**src/rtl/uut_exec_ctrl.sv**
```systemverilog
// Sequencer between autotest control and the Twofish UUT.
// Optional run timeout: define UUT_TIMEOUT_EN.
module uut_exec_ctrl #(
  parameter int DATA_W     = 128,
  parameter int KEY_W      = 128,
  parameter int CNT_W      = 32,
  parameter int RST_CYCLES = 4,
  parameter int TIMEOUT    = 1048576
) (
  input  logic              clk,
  input  logic              rst,
  input  logic              start_i,
  input  logic [DATA_W-1:0] block_i,
  input  logic [KEY_W-1:0]  key_i,
  input  logic              encdec_i,
  output logic              busy_o,
  output logic              done_o,
  output logic              timeout_o,
  output logic [DATA_W-1:0] result_o,
  output logic [CNT_W-1:0]  cycles_o,
  output logic              rst_uut_o,
  output logic [DATA_W-1:0] block_uut_o,
  output logic [KEY_W-1:0]  key_uut_o,
  output logic              encdec_uut_o,
  input  logic [DATA_W-1:0] block_uut_i,
  input  logic              end_uut_i
);

  typedef enum logic [2:0] {
    IDLE,
    LOAD,
    RUN,
    CAPTURE,
    DONE
  } state_t;

  localparam int LC_W =
    (RST_CYCLES > 1) ? $clog2(RST_CYCLES) : 1;
  localparam logic [LC_W-1:0] LC_LAST =
    LC_W'(RST_CYCLES - 1);

  state_t            state;
  state_t            state_nxt;
  logic [LC_W-1:0]   lcnt;
  logic [CNT_W-1:0]  rcnt;
  logic              accept;
  logic              load_last;
  logic              cnt_max;
  logic              to_hit;

  assign accept    = (state == IDLE) && start_i;
  assign load_last = (lcnt == LC_LAST);
  assign cnt_max   = &rcnt;

`ifdef UUT_TIMEOUT_EN
  localparam logic [CNT_W-1:0] TO_LAST =
    CNT_W'(TIMEOUT - 1);
  localparam logic [CNT_W-1:0] TO_VAL =
    CNT_W'(TIMEOUT);

  assign to_hit = (state == RUN) &&
                  !end_uut_i &&
                  (rcnt == TO_LAST);
`else
  // Constant false; keeps TIMEOUT referenced.
  assign to_hit = 1'b0 && (TIMEOUT > 0);
`endif

  always_ff @(posedge clk) begin
    if (rst) begin
      state <= IDLE;
    end else begin
      state <= state_nxt;
    end
  end

  always_comb begin
    state_nxt = state;
    rst_uut_o = 1'b1;
    busy_o    = 1'b1;
    done_o    = 1'b0;
    unique case (state)
      IDLE: begin
        busy_o = 1'b0;
        if (start_i) begin
          state_nxt = LOAD;
        end
      end
      LOAD: begin
        if (load_last) begin
          state_nxt = RUN;
        end
      end
      RUN: begin
        rst_uut_o = 1'b0;
        if (end_uut_i) begin
          state_nxt = CAPTURE;
        end else if (to_hit) begin
          state_nxt = DONE;
        end
      end
      CAPTURE: begin
        rst_uut_o = 1'b0;
        state_nxt = DONE;
      end
      DONE: begin
        done_o    = 1'b1;
        state_nxt = IDLE;
      end
      default: begin
        state_nxt = IDLE;
      end
    endcase
  end

  always_ff @(posedge clk) begin
    if (rst) begin
      lcnt         <= '0;
      rcnt         <= '0;
      block_uut_o  <= '0;
      key_uut_o    <= '0;
      encdec_uut_o <= 1'b0;
      result_o     <= '0;
      cycles_o     <= '0;
    end else begin
      if (accept) begin
        block_uut_o  <= block_i;
        key_uut_o    <= key_i;
        encdec_uut_o <= encdec_i;
        lcnt         <= '0;
      end
      if (state == LOAD) begin
        lcnt <= lcnt + 1'b1;
        rcnt <= '0;
      end
      if (state == RUN && !end_uut_i && !cnt_max) begin
        rcnt <= rcnt + 1'b1;
      end
      if (state == CAPTURE) begin
        result_o <= block_uut_i;
        cycles_o <= rcnt;
      end
`ifdef UUT_TIMEOUT_EN
      if (to_hit) begin
        result_o <= '0;
        cycles_o <= TO_VAL;
      end
`endif
    end
  end

`ifdef UUT_TIMEOUT_EN
  // Sticky until the next accepted start.
  always_ff @(posedge clk) begin
    if (rst) begin
      timeout_o <= 1'b0;
    end else if (accept) begin
      timeout_o <= 1'b0;
    end else if (to_hit) begin
      timeout_o <= 1'b1;
    end
  end
`else
  assign timeout_o = 1'b0;
`endif

endmodule

```
**config.mk**
```make
export PLATFORM = sky130hd
export DESIGN_NAME = uut_exec_ctrl
export DESIGN_NICKNAME = d
export VERILOG_FILES = /design/src/rtl/uut_exec_ctrl.sv
export SDC_FILE = /design/constraint.sdc
export NUM_CORES = 1
export LEC_CHECK = 0
export ABC_CLOCK_PERIOD_IN_PS = 2200
export CAP_MARGIN = 20
export CORE_AREA = 2 2 314 316
export DETAILED_ROUTE_END_ITERATION = 8
export DIE_AREA = 0 0 316 318
export GPL_TIMING_DRIVEN = 0
export PLACE_DENSITY = 0.42
export SKIP_LAST_GASP = 1
export SLEW_MARGIN = 0
export SYNTH_ARGS = -nofsm -noshare
export SYNTH_HDL_FRONTEND = slang
export SYNTH_SLANG_ARGS = --single-unit
```
**constraint.sdc**
```tcl
create_clock -name clk -period 2.2 [get_ports clk]
set_input_delay 0.33 -clock clk [delete_from_list [all_inputs] [get_ports clk]]
set_output_delay 0.33 -clock clk [all_outputs]
set_load 0.01 [all_outputs]
```
==> results of run 1 <==
## kinds of logic after synthesis
logic type,synth area share
other,0.000232
DFF,0.563
xor gates and xnor gates,0.000543
AOI/OAI and AO/OA,0.162
and+or+nand+nor,0.233
buffers and inverters,0.0395
adders and majority gates,0.00155
## cell usage after synthesis, types with 4 or more instances
library cell and instances:
nand2_1 857, dfxtp_1 454, a21oi_1 435, clkbuf_1 141, a31oi_1 28, nand3_1 20, nor2_1 20, o21ai_0 12
nor3_1 8, and3_1 7, nand2b_1 7, nand4_1 7, nor4_1 6, buf_6 5, a211o_1 4, and4_1 4
inv_1 4
## per-stage QoR
| stage | instance area (um^2) | setup TNS, ns | setup WS, ns | std cells |
|---|---|---|---|---|
| after floorplan | 16200 | -0.0376 | -0.0164 | 2060 |
| after global placement | 25900 | -530.56 | -2.03 | 4154 |
| after detailed placement | 25900 | -291.06 | -1.13 | 4156 |
| after CTS | 28300 | -0.492 | -0.0578 | 4279 |
| after global routing | 28400 | -0.154 | -0.0538 | 4287 |
| final | 28500 | 0 | 0.00609 | 4290 |
## worst register-to-register path, delay by kind of cell (launching register included)
| kind | cells | cell delay, ns |
|---|---|---|
| simple gates | 4 | 1.52 |
| fa+ha+maj | 1 | 0.15 |
| compound gates | 1 | 0.13 |
| flops | 1 | 0.36 |
## sequential cells by signal (all words and copies together) (netlist names)
| name | cells |
|---|---|
| result_o | 128 |
| block_uut_o | 128 |
| cycles_o | 32 |
| key_uut_o | 128 |
| rcnt | 32 |
| encdec_uut_o | 1 |
| lcnt | 2 |
| state | 3 |
## final cells by class
class                   count  area share
flip-flops and latches    454       0.321
repair buffers            837       0.295
multi-input cells        1449       0.233
clock buffers              94      0.0624
well taps                1287      0.0566
plain buffers             149      0.0270
clock inverters            10     0.00400
inverters                   5    0.000660
diodes                      5    0.000440
## power by group through the flow
stage / Combinational, W / Clock [W] / Sequential, W
after global placement: 0.00264 / 0 / 0.00885
final: 0.00261 / 0.00952 / 0.00868
after floorplan: 0.000662 / 0 / 0.00899
after global routing: 0.00283 / 0.0102 / 0.00871
after detailed placement: 0.00263 / 0 / 0.00886
after CTS: 0.00267 / 0.00990 / 0.00869
## per-layer routing
layer	part of all wire	GRT usage	vias up
met4	0.025	0.0440	14
met1	0.38	0.180	8030
met3	0.087	0.0629	120
met2	0.51	0.304	541
li1	-	-	8583
met5	0.00092	0	-
## timing repair
| item | 4_1_cts | 5_1_grt |
|---|---|---|
| setup endpoints to repair | 433 | 182 |
| setup buffers | 18 | 6 |
| cloned | 4 | 0 |
| resized for setup | 118 | 74 |
| pin swaps | 19 | 7 |
## worst paths after layout
check / slack (ns) / end / startpoint / depth (start not counted)
worst max register to register: 0.006 / rcnt[30] / rcnt[1] / 6
worst max-delay path: 0.006 / rcnt[30] / rcnt[1] / 6
worst min register to register: 0.45 / block_uut_o[71] / block_uut_o[71] / 2
worst min-delay path: 0.23 / key_uut_o[87] / key_i[87] / 3
==> reports/results.tsv, run 1 <==
stage	metric	value	unit
floorplanning	rows	115	
detailed_routing	wl	87600	um
synth	seq_area_frac_synth	0.563	
cts	cts.path.max_buffers	3	
synth	synth-warning-count	0	
final_layout	final_common_cell	nand2_1	
sta	period_share	0.997	
floorplanning	io_pins	810	
pwr	vdd.ir_drop.worst	0.000540	V
sta	hold_ws	0.229	ns
worst_setup_path	end_kind	flip-flop	
synth	yosysTopAreaCell	dfxtp_1	
synth	syn_area_per_cell	7.83	um^2
global_route	overflow	0	
cts	cts_max_level	2	
final_layout	nNetsFinal	3344	
sta	rsz0062_at_grt	true	
synth	synth_seq_cells	454	
cts	clockRootBuffer	clkbuf_16	
floorplanning	die_h	318	um
worst_setup_path	crit_path_start_kind	flip-flop	
pwr	total_leakage_power	9.98	nW
placement	port_buffers	807	
sta	min_period	2.19	ns
synth	ys.flop_type	dfxtp_1	
worst_setup_path	cp_slowest_cell	or4_4	
detailed_routing	drt_iter0_markers	750	
worst_setup_path	critPathKind	reg2reg	
final_layout	fin_util	0.292	
pwr	p_clk_frac	0.457	
synth	netlist.area_leader.share	0.563	
outcome	outcome	completed	
worst_setup_path	cp_data_required_time	2.77	ns
synth	synthArstFlopShare	0	
worst_setup_path	timing.critical_path.cells	ha_4, nand4_4, or4_4, or4_4, or3_4, o211ai_2	
sta	max_freq	456	MHz
synth	ys_types	47	
synth	syn_inst	2060	
final_layout	drive_gt1_frac	0.0877	
pwr	intPower	0.0155	W
flow_run	maxCapViolations	0	
cts	tritoncts_num_sinks	454	
cts	cts_tree	done	
final_layout	multi_input_area	6620	um^2
synth	syn_nets	2451	
worst_setup_path	path_buf_inv	0	
detailed_routing	postRouteAntennaNets	0	
cts	hold_buffers	0	
sta	hold_viol_final	0	
final_layout	synthToLayoutAreaGrowth	76.4	%
final_layout	final_cell_mix	856 x nand2_1, 803 x clkdlybuf4s50_1, 436 x dfxtp_1	
global_route	antenna_found_initial	16	
cts	numCtsBuffers	57	
sta	slew_headroom	0.355	
cts	clk_latency	0.64	ns
sta	tightest_slew	0.968	ns
cts	clkTransAtPathRegs	0.06	ns
pwr	p_sw_frac	0.257	
global_route	grt_use_total	0.168	
placement	dp_hpwl	68800	um
sta	drv_slew	0	
worst_hold_path	hold_class	in2reg	
global_route	grt_pass1_wl	123000	um
pwr	p_switching	0.00534	W
worst_setup_path	crit_path_max_incr_delay	0.61	ns
pwr	combinationalPowerShare	0.126	
pwr	power	0.0208	W
synth	synth-edff-count	0	
floorplanning	core-area	97400	um^2
global_route	grt_max_degree	16	
detailed_routing	via_count	17288	
detailed_routing	routedWlPerCell	20.4	um
worst_setup_path	crit_top_cell	or4_4	
pwr	seq_power_share	0.417	
worst_setup_path	cp_top_family	simple AND/OR/NAND/NOR gates	
sta	setup_viol	0	
detailed_routing	routed_via_density	4.03	
synth	syn-cell-area	16100	um^2
global_route	grt_pass1_vias	17233	
pwr	pwr_density_cell	732	nW/um^2
final_layout	final.fill_count	10682	
floorplanning	initial_core_util	0.166	
synth	synthTopCellsByArea	dfxtp_1 56%, nand2_1 20%, a21oi_1 13%	
placement	routabilityCongestion	0.839	
worst_setup_path	worstPathMaxFanout	5	
floorplanning	dieArea	100000	um^2
floorplanning	die_w	316	um
detailed_routing	drt-pass1-iter-count	5	
worst_setup_path	cp.arrival	2.76	ns
sta	finClkSkew	0.0259	ns
detailed_routing	drc_errors	0	
final_layout	area.sequential	9130	um^2
Power figures use the tool's default switching activity.
==> run 2: changes to the inputs <==
ABC_CLOCK_PERIOD_IN_PS = default   (was 2200)
==> results of run 2 <==
The final DEF is identical to that of run 1; final timing and power are the same.
==> run 3: changes to the inputs <==
TNS_END_PERCENT = 30   (was default)
==> run 3 against run 2 <==
- the run now ends with negative setup slack left
- via count increased by 0.16%
- register-to-register slack worse by 0.15 ns
- final area down 0.46%
- sequential share of layout area up 0.086 points
- sequential cell count did not move
==> reports/results.tsv, run 3 (same netlist as run 1, synthesis figures left out) <==
stage	metric	value	unit	change
sta	drv_slew	0		unchanged
final_layout	top_regs	block_uut_o: 128 flops, key_uut_o: 128 flops, result_o: 128 flops		unchanged
worst_setup_path	worstPathMaxFanout	5		unchanged
sta	tns	-2.02	ns	was 0 ns
detailed_routing	routedWlPerCell	20.4	um	about the same
final_layout	final.fill_count	10692		was 10,682
pwr	combinationalPowerShare	0.126		about the same
pwr	total_leakage_power	9.85	nW	was 9.98 nW
global_route	overflow	0		unchanged
worst_setup_path	crit_top_cell	buf_6		was or4_4
pwr	pwr_density_cell	736	nW/um^2	was 732 nW/um^2
final_layout	final_cell_mix	856 x nand2_1, 804 x clkdlybuf4s50_1, 442 x dfxtp_1		was 856 x nand2_1, 803 x clkdlybuf4s50_1, 436 x dfxtp_1
placement	dp_hpwl	68800	um	unchanged
global_route	grt_pass1_vias	17055		was 17,233
pwr	power	0.0208	W	about the same
worst_setup_path	reg2regPathDepth	9		was 6
detailed_routing	drc_errors	0		unchanged
worst_setup_path	cp.arrival	2.89	ns	was 2.76 ns
cts	clkTransAtPathRegs	0.06	ns	about the same
worst_setup_path	path_buf_inv	3		was 0
sta	min_period	2.34	ns	was 2.19 ns
worst_setup_path	timing.critical_path.cells	ha_4, nand4_4, or4_4, buf_6, o31ai_4, nand2_2, buf_6, buf_6, a31oi_1		was ha_4, nand4_4, or4_4, or4_4, or3_4, o211ai_2
worst_hold_path	min_delay_path_depth	3		unchanged
detailed_routing	wl	87400	um	was 87,600 um
sta	finClkSkew	0.0269	ns	was 0.0259 ns
worst_setup_path	cp_num_cells	9		was 6
final_layout	synthToLayoutAreaGrowth	75.6	%	was 76.4%
sta	max_freq	426	MHz	was 456 MHz
cts	tritoncts_num_sinks	454		unchanged
pwr	intPower	0.0155	W	about the same
flow_run	maxCapViolations	0		unchanged
cts	clk_latency	0.65	ns	was 0.64 ns
cts	cts_tree	done		unchanged
floorplanning	rows	115		unchanged
floorplanning	die_w	316	um	unchanged
global_route	grt_pass1_wl	122000	um	was 123,000 um
floorplanning	core-area	97400	um^2	unchanged
sta	slew_headroom	0.354		was 0.355
pwr	vdd.ir_drop.worst	0.000539	V	was 0.000540 V
outcome	outcome	finished, violations left		was completed
final_layout	final_common_cell	nand2_1		unchanged
final_layout	fin_util	0.291		was 0.292
cts	cts_max_level	2		unchanged
floorplanning	dieArea	100000	um^2	unchanged
pwr	seq_power_share	0.417		about the same
worst_setup_path	crit_path_max_incr_delay	0.54	ns	was 0.61 ns
cts	cts.path.max_buffers	3		unchanged
worst_setup_path	end_kind	flip-flop		unchanged
sta	rsz0062_at_grt	true		unchanged
detailed_routing	drt_iter0_markers	838		was 750
final_layout	drive_gt1_frac	0.0757		was 0.0877
final_layout	nNetsFinal	3333		was 3,344
outcome	violations	negative setup slack		
sta	period_share	1.07		was 0.997
detailed_routing	via_count	17316		was 17,288
cts	hold_buffers	0		unchanged
placement	routabilityCongestion	0.839		unchanged
detailed_routing	drt-pass1-iter-count	5		unchanged
sta	tightest_slew	0.969	ns	was 0.968 ns
detailed_routing	postRouteAntennaNets	0		unchanged
floorplanning	initial_core_util	0.166		unchanged
pwr	p_clk_frac	0.457		about the same
worst_setup_path	cp_top_family	simple AND/OR/NAND/NOR gates		unchanged
sta	setup_ws	-0.145	ns	was 0.00609 ns
cts	clockRootBuffer	clkbuf_16		unchanged
floorplanning	die_h	318	um	unchanged
worst_setup_path	cp_slowest_cell	or4_4		unchanged
pwr	p_sw_frac	0.257		about the same
global_route	antenna_found_initial	22		was 16
worst_hold_path	hold_class	in2reg		unchanged
sta	hold_viol_final	0		unchanged
cts	numCtsBuffers	57		unchanged
floorplanning	io_pins	810		unchanged
global_route	grt_use_total	0.166		was 0.168
worst_setup_path	cp_data_required_time	2.74	ns	was 2.77 ns
detailed_routing	routed_via_density	4.05		was 4.03
pwr	p_switching	0.00534	W	about the same
placement	port_buffers	807		unchanged
sta	setup_viol	20		was 0
global_route	grt_max_degree	16		unchanged
worst_setup_path	crit_path_start_kind	flip-flop		unchanged
worst_setup_path	critPathKind	reg2reg		unchanged
[run 3: changes by cell type in the layout (fill, tap and decap cells not counted), sizes merged]
| cell | previous run | this run |
|---|---|---|
| buf | 42 | 28 |
| clkbuf | 232 | 234 |
| clkdlybuf4s50 | 803 | 804 |
| diode | 5 | 6 |
| dlygate4sd2 | 2 | 1 |
| dlymetal6s2s | 1 | 2 |
[run 3: worst paths after layout]
check	from	slack, ns	to
hold / removal	key_i[87]	0.23	key_uut_o[87]
setup reg to reg	rcnt[1]	-0.14	rcnt[3]
setup / recovery	rcnt[1]	-0.14	rcnt[3]
hold reg to reg	block_uut_o[71]	0.45	block_uut_o[71]
[run 3: power by group through the flow]
stage	logic [W]	clock network [W]	registers (W)
2_1_floorplan	0.000662	0	0.00899
3_3_place_gp	0.00264	0	0.00885
3_5_place_dp	0.00263	0	0.00886
4_1_cts	0.00266	0.00990	0.00869
5_1_grt	0.00284	0.0102	0.00872
6_report	0.00263	0.00952	0.00869
[run 3: cell type report]
class	count	area, um^2	area share
well taps	1287	1610	0.0569
inverters	5	18.8	0.000663
flip-flops and latches	454	9110	0.322
plain buffers	149	729	0.0258
multi-input cells	1449	6640	0.234
clock inverters	10	114	0.00402
clock buffers	94	1780	0.0627
repair buffers	826	8310	0.293
diodes	6	15.0	0.000530
[run 3: layer usage]
layer  part of all wire  routed length (um)  global-route usage  vias up
met2               0.50               44100               0.300      591
li1                   -                   -                   -     8566
met5            0.00084                  73                   0        -
met4              0.026                2280              0.0448       12
met1               0.38               32900               0.178     8015
met3              0.092                8060              0.0648      132
[run 3: per-stage QoR]
stage                     std cells  cell area (um^2)  hold slack [ns]  setup slack (ns)
after floorplan                2060             16200            0.452           -0.0164
after global placement         4154             25900            0.441             -2.03
after detailed placement       4156             25900            0.446             -1.13
after CTS                      4258             27800            0.155            -0.285
after global routing           4276             28300            0.187            -0.250
final                          4280             28300            0.226            -0.145
[run 3: timing repair]
action,in CTS,in global routing
resized for setup,50,104
endpoints found under the setup margin,433,333
pin swaps,0,14
gates cloned,0,4
setup buffers,0,13
endpoints found under the hold margin,0,0
[run 3: worst reg2reg max path, stage by stage (launching register included)]
cell,delay (ns)
dfxtp_4,0.37
ha_4,0.16
nand4_4,0.12
or4_4,0.55
buf_6,0.14
o31ai_4,0.32
nand2_2,0.15
buf_6,0.16
buf_6,0.13
a31oi_1,0.16
